[src/rtl/crossbar_arbiter_if.sv]
// Control-plane signals between the 2x2 crossbar
// masters, slaves and the ownership arbiter.
interface crossbar_arbiter_if;

    logic m0req;
    logic m1req;
    logic m0cmd;
    logic m1cmd;
    logic m0slv;
    logic m1slv;
    logic s0ack;
    logic s1ack;
    logic clr_tout;

    logic s0req;
    logic s1req;
    logic s0cmd;
    logic s1cmd;
    logic s0own;
    logic s1own;
    logic m0gnt;
    logic m1gnt;
    logic m0ack;
    logic m1ack;
    logic s0tout;
    logic s1tout;

    // Arbiter side: takes requests, drives grants.
    modport slave (
        input  m0req, m1req,
        input  m0cmd, m1cmd,
        input  m0slv, m1slv,
        input  s0ack, s1ack,
        input  clr_tout,
        output s0req, s1req,
        output s0cmd, s1cmd,
        output s0own, s1own,
        output m0gnt, m1gnt,
        output m0ack, m1ack,
        output s0tout, s1tout
    );

    // Requester side: drives requests, sees grants.
    modport master (
        output m0req, m1req,
        output m0cmd, m1cmd,
        output m0slv, m1slv,
        output s0ack, s1ack,
        output clr_tout,
        input  s0req, s1req,
        input  s0cmd, s1cmd,
        input  s0own, s1own,
        input  m0gnt, m1gnt,
        input  m0ack, m1ack,
        input  s0tout, s1tout
    );

endinterface

[src/rtl/crossbar_arbiter.sv]
// Ownership arbiter for a 2x2 crossbar: one FSM and
// rotating-priority pointer per slave, plus ack routing.
module crossbar_arbiter #(
    parameter int unsigned TIMEOUT     = 16,
    parameter bit          ROUND_ROBIN = 1'b1
) (
    input logic               clk,
    input logic               reset,
    crossbar_arbiter_if.slave bus
);

    typedef enum logic [1:0] {
        IDLE    = 2'd0,
        BUSY    = 2'd1,
        RELEASE = 2'd2
    } state_e;

    localparam int unsigned CW = $clog2(TIMEOUT);
    localparam logic [CW-1:0] CNT_LAST =
        CW'(TIMEOUT - 1);

    logic [1:0] mreq;
    logic [1:0] mcmd;
    logic [1:0] mslv;
    logic [1:0] sack;

    logic [1:0] busy;
    logic [1:0] own;
    logic [1:0] tout;

    assign mreq = {bus.m1req, bus.m0req};
    assign mcmd = {bus.m1cmd, bus.m0cmd};
    assign mslv = {bus.m1slv, bus.m0slv};
    assign sack = {bus.s1ack, bus.s0ack};

    for (genvar j = 0; j < 2; j++) begin : g_slv

        localparam logic SJ = (j == 1);

        state_e        state_q;
        state_e        state_d;
        logic          own_q;
        logic          own_d;
        logic          prt_q;
        logic          prt_d;
        logic          tout_q;
        logic          tout_d;
        logic [CW-1:0] cnt_q;
        logic [CW-1:0] cnt_d;

        logic [1:0] cand;
        logic       hold;

        // Masters addressing this slave right now.
        assign cand = mreq & (SJ ? mslv : ~mslv);

        // Owner still wants this slave; else abort.
        assign hold = mreq[own_q]
                    & (mslv[own_q] == SJ);

        // Grant, completion, abort and timeout decisions.
        always_comb begin
            state_d = state_q;
            own_d   = own_q;
            prt_d   = prt_q;
            cnt_d   = cnt_q;
            tout_d  = tout_q & ~bus.clr_tout;
            unique case (state_q)
                IDLE: begin
                    if (cand != 2'b00) begin
                        state_d = BUSY;
                        cnt_d   = '0;
                        if (cand == 2'b11) begin
                            own_d = ROUND_ROBIN
                                  ? prt_q : 1'b0;
                        end else begin
                            own_d = cand[1];
                        end
                    end
                end
                BUSY: begin
                    if (sack[j]) begin
                        state_d = RELEASE;
                        if (ROUND_ROBIN) begin
                            prt_d = ~own_q;
                        end
                    end else if (!hold) begin
                        state_d = IDLE;
                    end else if (cnt_q == CNT_LAST) begin
                        // Dead slave: release it and
                        // pass priority on anyway.
                        state_d = RELEASE;
                        tout_d  = 1'b1;
                        if (ROUND_ROBIN) begin
                            prt_d = ~own_q;
                        end
                    end else begin
                        cnt_d = cnt_q + CW'(1);
                    end
                end
                RELEASE: begin
                    state_d = IDLE;
                end
                default: begin
                    state_d = IDLE;
                end
            endcase
        end

        // Per-slave state registers.
        always_ff @(posedge clk) begin
            if (reset) begin
                state_q <= IDLE;
                own_q   <= 1'b0;
                prt_q   <= 1'b0;
                tout_q  <= 1'b0;
                cnt_q   <= '0;
            end else begin
                state_q <= state_d;
                own_q   <= own_d;
                prt_q   <= prt_d;
                tout_q  <= tout_d;
                cnt_q   <= cnt_d;
            end
        end

        assign busy[j] = (state_q == BUSY);
        assign own[j]  = own_q;
        assign tout[j] = tout_q;

    end

    assign bus.s0req = busy[0];
    assign bus.s1req = busy[1];

    // Command follows the owner live.
    assign bus.s0cmd = busy[0] & mcmd[own[0]];
    assign bus.s1cmd = busy[1] & mcmd[own[1]];

    assign bus.s0own = busy[0] & own[0];
    assign bus.s1own = busy[1] & own[1];

    assign bus.m0gnt = |(busy & ~own);
    assign bus.m1gnt = |(busy & own);

    // Acks only reach the master owning a busy slave.
    assign bus.m0ack = |(sack & busy & ~own);
    assign bus.m1ack = |(sack & busy & own);

    assign bus.s0tout = tout[0];
    assign bus.s1tout = tout[1];

endmodule
[src/flat_wrapper.sv]
// flat-port wrapper written by rule: the top's interface ports become plain ports
module crossbar_arbiter_flat 
#(
    parameter int unsigned TIMEOUT     = 16,
    parameter bit          ROUND_ROBIN = 1'b1
)
  (clk, reset, bus_m0req, bus_m1req, bus_m0cmd, bus_m1cmd, bus_m0slv, bus_m1slv, bus_s0ack, bus_s1ack, bus_clr_tout, bus_s0req, bus_s1req, bus_s0cmd, bus_s1cmd, bus_s0own, bus_s1own, bus_m0gnt, bus_m1gnt, bus_m0ack, bus_m1ack, bus_s0tout, bus_s1tout);
  crossbar_arbiter_if bus_i ();
  input logic clk;
  input logic reset;
  input wire logic [$bits(bus_i.m0req)-1:0] bus_m0req;
  input wire logic [$bits(bus_i.m1req)-1:0] bus_m1req;
  input wire logic [$bits(bus_i.m0cmd)-1:0] bus_m0cmd;
  input wire logic [$bits(bus_i.m1cmd)-1:0] bus_m1cmd;
  input wire logic [$bits(bus_i.m0slv)-1:0] bus_m0slv;
  input wire logic [$bits(bus_i.m1slv)-1:0] bus_m1slv;
  input wire logic [$bits(bus_i.s0ack)-1:0] bus_s0ack;
  input wire logic [$bits(bus_i.s1ack)-1:0] bus_s1ack;
  input wire logic [$bits(bus_i.clr_tout)-1:0] bus_clr_tout;
  output wire logic [$bits(bus_i.s0req)-1:0] bus_s0req;
  output wire logic [$bits(bus_i.s1req)-1:0] bus_s1req;
  output wire logic [$bits(bus_i.s0cmd)-1:0] bus_s0cmd;
  output wire logic [$bits(bus_i.s1cmd)-1:0] bus_s1cmd;
  output wire logic [$bits(bus_i.s0own)-1:0] bus_s0own;
  output wire logic [$bits(bus_i.s1own)-1:0] bus_s1own;
  output wire logic [$bits(bus_i.m0gnt)-1:0] bus_m0gnt;
  output wire logic [$bits(bus_i.m1gnt)-1:0] bus_m1gnt;
  output wire logic [$bits(bus_i.m0ack)-1:0] bus_m0ack;
  output wire logic [$bits(bus_i.m1ack)-1:0] bus_m1ack;
  output wire logic [$bits(bus_i.s0tout)-1:0] bus_s0tout;
  output wire logic [$bits(bus_i.s1tout)-1:0] bus_s1tout;
  assign bus_i.m0req = bus_m0req;
  assign bus_i.m1req = bus_m1req;
  assign bus_i.m0cmd = bus_m0cmd;
  assign bus_i.m1cmd = bus_m1cmd;
  assign bus_i.m0slv = bus_m0slv;
  assign bus_i.m1slv = bus_m1slv;
  assign bus_i.s0ack = bus_s0ack;
  assign bus_i.s1ack = bus_s1ack;
  assign bus_i.clr_tout = bus_clr_tout;
  assign bus_s0req = bus_i.s0req;
  assign bus_s1req = bus_i.s1req;
  assign bus_s0cmd = bus_i.s0cmd;
  assign bus_s1cmd = bus_i.s1cmd;
  assign bus_s0own = bus_i.s0own;
  assign bus_s1own = bus_i.s1own;
  assign bus_m0gnt = bus_i.m0gnt;
  assign bus_m1gnt = bus_i.m1gnt;
  assign bus_m0ack = bus_i.m0ack;
  assign bus_m1ack = bus_i.m1ack;
  assign bus_s0tout = bus_i.s0tout;
  assign bus_s1tout = bus_i.s1tout;
  crossbar_arbiter #(.TIMEOUT(TIMEOUT), .ROUND_ROBIN(ROUND_ROBIN)) u_core (.clk(clk), .reset(reset), .bus(bus_i));
endmodule
[config.mk]
export PLATFORM = sky130hd
export DESIGN_NAME = crossbar_arbiter_flat
export DESIGN_NICKNAME = d
export VERILOG_FILES = /design/src/rtl/crossbar_arbiter_if.sv /design/src/rtl/crossbar_arbiter.sv /design/src/flat_wrapper.sv
export SDC_FILE = /design/constraint.sdc
export NUM_CORES = 1
export LEC_CHECK = 0
export BUFFER_PORTS_ARGS = -buffer_cell sky130_fd_sc_hd__buf_4
export CORE_MARGIN = 3
export CORE_UTILIZATION = 50
export CTS_BUF_LIST = sky130_fd_sc_hd__clkbuf_4 sky130_fd_sc_hd__clkbuf_8 sky130_fd_sc_hd__clkbuf_16
export DETAILED_ROUTE_END_ITERATION = 16
export GPL_TIMING_DRIVEN = 0
export PLACE_DENSITY = 0.81
export SLEW_MARGIN = 5
export SYNTH_ARGS = -nofsm -noshare
export SYNTH_HDL_FRONTEND = slang
export SYNTH_SLANG_ARGS = --single-unit
[constraint.sdc]
create_clock -name clk -period 4.7 [get_ports clk]
set_input_delay 0.94 -clock clk [delete_from_list [all_inputs] [get_ports clk]]
set_output_delay 0.94 -clock clk [all_outputs]
set_load 0.01 [all_outputs]
==> results of run 1 <==
## layout by cell type (no fill, tap or decap), types with 2 or more instances in the layout
cell       n
a21oi_1    7
a31o_2     2
and2_1     2
and3_1     2
buf_4     23
clkbuf_1   2
clkbuf_4   3
dfxtp_1   18
ha_1       2
inv_1      6
mux2_2     2
mux2i_1    2
nand2_1    6
nand2b_1   3
nand3_1    7
nand3b_1   2
nand4_1    4
nor2_1    10
nor2b_1    4
nor3_1     3
o31ai_1    3
or2_2      3
## cell usage after synthesis (all sizes together) (2+ instances only)
library cell,n,area (sq um)
a21oi,7,35.03
clkbuf,2,7.510
nand3b,2,15.01
dfxtp,18,360.4
nand3,7,35.03
and3,3,20.02
o31ai,3,22.52
nand2b,3,18.77
nand4,4,25.02
a31o,2,17.52
mux2,2,22.52
nor2b,4,25.02
inv,6,22.52
or2,3,18.77
nand2,6,22.52
nor2,10,37.54
nor3,3,15.01
ha,2,25.02
mux2i,2,20.02
and2,3,20.02
buf,2,18.77
## tightest hold or removal path, stage by stage, from the launching register on
cell and delay, ps:
dfxtp_1 340, nand3_1 70, a21oi_1 60
## registers in the layout, indices dropped and copies added (netlist names)
signal                cells
u_core.bus.s1tout         1
u_core.g_slv.cnt_q        8
u_core.bus.s0tout         1
u_core.g_slv.prt_q        2
u_core.g_slv.state_q      4
u_core.g_slv.own_q        2
## metal layers
layer	global-route usage, %	routed length (microns)	up-vias
met5	0	0	-
met4	8.969	31	0
met3	3.858	154	4
met2	35.65	1101	27
met1	23.50	1059	490
li1	-	-	494
## cell type report
| type | instances | area [sq um] | area share (%) |
|---|---|---|---|
| inverters | 7 | 26.28 | 2.156 |
| clock buffers | 3 | 22.52 | 1.848 |
| repair buffers | 22 | 165.2 | 13.55 |
| plain buffers | 4 | 26.28 | 2.156 |
| well taps | 25 | 31.28 | 2.567 |
| multi-input cells | 89 | 586.8 | 48.15 |
| flip-flops and latches | 18 | 360.3 | 29.57 |
## metrics by stage
stage	worst slack, ps	area (sq um)
final	2083	1219
after floorplan	2258	999.7
after detailed placement	2001	1196
after global routing	2012	1219
after global placement	2063	1196
after CTS	2084	1219
## worst max path at each step
stage	endpoint	slack (ps)	depth (start not counted)
final	bus_m0ack	2080	5
after global routing	bus_m1gnt	2010	5
after CTS	bus_m0ack	2080	5
after detailed placement	u_core.g_slv[0].cnt_q[2]	2000	5
after global placement	u_core.g_slv[0].cnt_q[2]	2060	5
after floorplan	u_core.g_slv[0].cnt_q[2]	2260	4
## cell families after synthesis
logic type               count (synthesis)  share of synthesized area, %
AND/OR/NAND/NOR                         54                         30.04
AO/OA/AOI/OAI                           29                         21.90
flip-flops                              18                         36.05
buffers and inverters                   11                         5.257
multiplexers                             4                         4.255
adder cells (fa/ha/maj)                  2                         2.503
## power by group through the flow
| stage | logic (mW) | clock network, mW | registers, mW |
|---|---|---|---|
| after floorplan | 0.0315 | 0 | 0.163 |
| after global placement | 0.0540 | 0 | 0.164 |
| after detailed placement | 0.0558 | 0 | 0.164 |
| after CTS | 0.0559 | 0.0759 | 0.161 |
| after global routing | 0.0614 | 0.0835 | 0.161 |
| final | 0.0559 | 0.0743 | 0.161 |
==> impl_metrics.json, run 1 <==
{
  "ios": 23,
  "rr_worst_depth": 5,
  "finalCriticalPeriod_ps": 2617,
  "worstSetupPathType": "primary input to output port",
  "viasPerCell": 6.042,
  "yosysSeqAreaShare_pct": 36.05,
  "tightest_slew_ps": 585.2,
  "final_cells": 168,
  "cp_num_buf_inv": 3,
  "antennaDiodeCount": 0,
  "port_buffers": 22,
  "wl_per_cell_microns": 13.96,
  "regToRegStartpoint": "u_core.g_slv[0].own_q",
  "cts_tree": "yes",
  "die_area_sq_um": 2572,
  "p_per_area_nw_per_um2": 238.7,
  "internal_power_mw": 0.2119,
  "fillers": 156,
  "synthesis.area_sq_um": 999.7,
  "r2r_end": "u_core.g_slv[0].cnt_q[2]",
  "core_area_sq_um": 1802,
  "drt_iter0_drc": 24,
  "die_h_microns": 50.72,
  "die_x_microns": 50.72,
  "yosysWarnings": 0,
  "numCtsBuffers": 3,
  "drc": 0,
  "finalMaxSlewViolations": 0,
  "placedCellCount": 165,
  "rsz0062_at_grt": "no",
  "clk_latency_ps": 280,
  "crit_slowest_cell": "or3_1",
  "postCtsHoldBufs": 0,
  "grt_pass1_wl_microns": 4057,
  "slowest_delay_ps": 340,
  "cts_buffer_depth": 2,
  "yosysUniqueCellTypes": 48,
  "clkSlewWorstSetupHoldPaths_ps": 100,
  "start_kind": "primary input",
  "power_leakage_nw": 0.5139,
  "grt_max_degree": 11,
  "initial_utilization_pct": 55.49,
  "holdWs_ps": 499.7,
  "hold_viol": 0,
  "power_switching_mw": 0.07903,
  "avgSynthCellArea_sq_um": 8.472,
  "synth-async-reset-ratio_pct": 0,
  "cp_max_fo": 4,
  "synthFlopType": "dfxtp_1",
  "swShare_pct": 27.16,
  "peakVddDrop_mv": 0.1913,
  "synth_seq_cells": 18,
  "max_slew_margin_pct": 60.57,
  "synth-edff-count": 0,
  "power.total_mw": 0.2910,
  "crit_family": "simple AND/OR/NAND/NOR gates",
  "cts_setup_buffers": 0,
  "synth_nets": 131,
  "cts_root_buf": "clkbuf_4",
  "synthCells": 118,
  "grt_util_all_layers_pct": 20.24,
  "rrSetupSlack_ps": 2600,
  "ctsHtreeMaxLevel": 1,
  "status": "completed",
  "syn_to_final_growth_pct": 21.90,
  "crit_required_ps": 3760,
  "critPathLaunch": "bus_s1ack",
  "setup_viol": 0,
  "dpl.hpwl_microns": 1820,
  "p_comb_share_pct": 19.2,
  "clkPwrFrac_pct": 25.5,
  "ant_nets": 0,
  "drive_gt1_share_pct": 25.87,
  "clock-sinks": 18,
  "antenna_found_initial": 0,
  "crit_top_cell": "buf_4",
  "hp-class": "flip-flop to flip-flop",
  "utilization_pct": 67.64,
  "vias": 1015,
  "endpoint_kind": "output port",
  "nNetsFinal": 158,
  "cp.arrival_ps": 1680,
  "max_freq_ghz": 0.3821,
  "hold_depth": 2,
  "overflow": 0,
  "ctsResizeCount": 0,
  "path_cells": "buf_4 > inv_1 > or3_1 > o31ai_1 > buf_4",
  "grt_pass1_vias": 934,
  "std_cell_rows": 15,
  "drt_first_pass_iters": 4,
  "hp-start": "u_core.g_slv[0].cnt_q[1]",
  "routed_wl_microns": 2346,
  "skew_ps": 1.762,
  "cap_violations": 0,
  "p_seq_share_pct": 55.3,
  "gp_congestion": 0.8546,
  "fin_tns_setup_ps": 0,
  "min_period_over_period_pct": 55.68,
  "min_to": "u_core.g_slv[0].cnt_q[1]"
}
No activity file was read; power rests on OpenSTA's default activity.
==> inputs of run 2 (changes only) <==
--- a/config.mk
+++ b/config.mk
@@ -5,13 +5,14 @@
 export SDC_FILE = /design/constraint.sdc
 export NUM_CORES = 1
 export LEC_CHECK = 0
+export ABC_AREA = 1
 export BUFFER_PORTS_ARGS = -buffer_cell sky130_fd_sc_hd__buf_4
 export CORE_MARGIN = 3
 export CORE_UTILIZATION = 50
 export CTS_BUF_LIST = sky130_fd_sc_hd__clkbuf_4 sky130_fd_sc_hd__clkbuf_8 sky130_fd_sc_hd__clkbuf_16
 export DETAILED_ROUTE_END_ITERATION = 16
 export GPL_TIMING_DRIVEN = 0
-export PLACE_DENSITY = 0.81
+export PLACE_DENSITY = 0.8
 export SLEW_MARGIN = 5
 export SYNTH_ARGS = -nofsm -noshare
 export SYNTH_HDL_FRONTEND = slang
==> constraint.sdc (replaced) <==
create_clock -name clk -period 2.57 [get_ports clk]
set_input_delay 0.514 -clock clk [delete_from_list [all_inputs] [get_ports clk]]
set_output_delay 0.514 -clock clk [all_outputs]
set_load 0.01 [all_outputs]
==> run 2 against run 1 <==
Critical path depth increased by 2. Sequential cell count unchanged. Core utilization decreased by 2.1 points. Non-clock buffer count decreased by 3. Die area increased by 5.6%. Clock-buffer cell count increased by 1. Critical endpoint is now bus_s1cmd. Setup slack got worse by 1500 ps. Clock skew increased by 2.9 ps. Highest routed layer unchanged. Synthesized cell count increased by 30%. Routed wire length increased by 6.1%. Sequential power increased by 91%. Combinational power increased by 150%.
==> impl_metrics.json, run 2 <==
{
  "regToRegStartpoint": "u_core.g_slv[1].cnt_q[0]",
  "final_common_cell": "nand2_1",
  "holdWs_ps": 384.3,
  "synth-edff-count": 0,
  "cp.arrival_ps": 1430,
  "drive_gt1_share_pct": 26.82,
  "hp-class": "primary input to flip-flop",
  "hp-start": "reset",
  "yosysSeqAreaShare_pct": 33.88,
  "core_area_sq_um": 1982,
  "drt_first_pass_iters": 4,
  "fin_tns_setup_ps": 0,
  "antenna_found_initial": 0,
  "tightest_slew_ps": 517.0,
  "rrSetupSlack_ps": 1190,
  "port_buffers": 22,
  "grt_util_all_layers_pct": 20.44,
  "hold_viol": 0,
  "synth_area_leaders": "dfxtp_1, nand2_1, nor2_1, nand3_1, inv_1",
  "min_to": "u_core.g_slv[1].cnt_q[2]",
  "power.total_mw": 0.6218,
  "cap_violations": 0,
  "grt_pass1_vias": 1017,
  "setup_viol": 0,
  "vias": 1069,
  "numCtsBuffers": 3,
  "syn_to_final_growth_pct": 22.12,
  "finalMaxSlewViolations": 0,
  "max_slew_margin_pct": 65.54,
  "nNetsFinal": 193,
  "synth_most_common_cell": "nand2_1",
  "initial_utilization_pct": 53.66,
  "cts_setup_buffers": 0,
  "crit_required_ps": 2060,
  "clkSlewWorstSetupHoldPaths_ps": 110,
  "die_h_microns": 52.12,
  "rr_worst_depth": 9,
  "avgSynthCellArea_sq_um": 6.951,
  "setup_ws_ps": 629.6,
  "cts_root_buf": "clkbuf_4",
  "endpoint_kind": "output port",
  "viasPerCell": 5.189,
  "yosysUniqueCellTypes": 27,
  "final_cells": 206,
  "synthCells": 153,
  "cp_max_fo": 8,
  "r2r_end": "u_core.g_slv[1].cnt_q[0]",
  "synthFlopType": "dfxtp_1",
  "peakVddDrop_mv": 0.3094,
  "synth_seq_cells": 18,
  "skew_ps": 4.619,
  "p_per_area_nw_per_um2": 478.8,
  "fin_area_sq_um": 1299,
  "postCtsHoldBufs": 0,
  "overflow": 0,
  "max_freq_ghz": 0.5153,
  "cts_tree": "yes",
  "synthesis.area_sq_um": 1064,
  "synth_nets": 166,
  "grt_max_degree": 11,
  "status": "completed",
  "dpl.hpwl_microns": 1979,
  "drt_iter0_drc": 41,
  "grt_pass1_wl_microns": 4133,
  "ant_nets": 0,
  "hold_depth": 2,
  "worstSetupPathType": "flip-flop to output port",
  "min_period_over_period_pct": 75.50,
  "regMostFlops": "u_core.g_slv.cnt_q",
  "pre_cts_slack_ps": 958.9,
  "gp_congestion": 0.8252,
  "wl_per_cell_microns": 12.09,
  "die_area_sq_um": 2716,
  "ctsHtreeMaxLevel": 1,
  "ctsResizeCount": 0,
  "clock-sinks": 18,
  "final_cell_mix": "nand2_1, nor2_1, buf_4",
  "placedCellCount": 202,
  "cts_buffer_depth": 2,
  "routed_wl_microns": 2490,
  "utilization_pct": 65.53,
  "std_cell_rows": 16,
  "ios": 23,
  "synth_commonest_cells": "nand2_1, nor2_1, dfxtp_1",
  "die_x_microns": 52.12,
  "clk_latency_ps": 300,
  "reg_top3": "u_core.g_slv.cnt_q x8, u_core.g_slv.state_q x4",
  "drc": 0,
  "synth_area_leader_cell": "dfxtp_1",
  "start_kind": "flip-flop",
  "synth.top_cell.area_share_pct": 33.88,
  "power_leakage_nw": 0.5745,
  "rsz0062_at_grt": "no",
  "antennaDiodeCount": 0,
  "finalCriticalPeriod_ps": 1940,
  "placed_area_sq_um": 1262,
  "synth-async-reset-ratio_pct": 0,
  "fillers": 191,
  "largest_reg_flops": 8,
  "yosysWarnings": 0
}
## run 2: cell count changes in the layout (fill, tap and decap cells not counted), sizes merged, moves of 3 or more
cell and delta:
nand2 +35, nor2 +14, inv +13, nand3 +9, a21oi +6, nor2b -4, and2 -3, and3 -3
nand2b -3, nand4 -3, o22ai +3
## run 2: worst max-delay path by stage
stage,start,to,slack [ps]
after floorplan,u_core.g_slv[1].state_q[0],bus_s1cmd,1030
after global placement,u_core.g_slv[1].state_q[0],bus_s1cmd,990
after detailed placement,u_core.g_slv[1].state_q[0],bus_s1cmd,960
after CTS,u_core.g_slv[1].state_q[0],bus_s1cmd,620
after global routing,u_core.g_slv[1].state_q[0],bus_s1cmd,470
final,u_core.g_slv[1].state_q[0],bus_s1cmd,630
## run 2: power breakdown
part / switching (mW) / internal [mW] / leakage (nW)
clock network: 0.0895 / 0.0864 / 0.0210
logic: 0.0826 / 0.0557 / 0.407
registers: 0.0138 / 0.294 / 0.147
## run 2: layer usage
metal / vias to the layer above / global-route usage [%] / share of wire (%)
met5: - / 0 / 0
met4: 0 / 7.860 / 0.76
met1: 495 / 21.05 / 41
met3: 4 / 3.725 / 3.5
li1: 553 / - / -
met2: 17 / 39.75 / 55
## run 2: layout make-up
class,instances,area (sq um),area share [%]
well taps,27,33.78,2.601
clock buffers,4,36.28,2.794
repair buffers,22,165.2,12.72
flip-flops and latches,18,360.3,27.75
multi-input cells,115,628.1,48.36
inverters,19,71.32,5.491
plain buffers,1,3.754,0.2890
## run 2: cell families (layout without fill, tap and decap cells)
logic type	Yosys count	count (layout)	synth area share [%]
simple gates	88	88	42.00
xor+xnor	1	1	0.8237
flops	18	18	33.88
fa+ha+maj	2	2	2.353
compound gates	24	24	13.88
buf+inv	20	46	7.059
## run 2: critical path, cell delays in order (launching register included)
cell     delay, ps
dfxtp_1        340
inv_1           60
nor2_4         170
inv_2          110
nor2_1         150
nand2_1         60
o31ai_1         70
buf_4          160
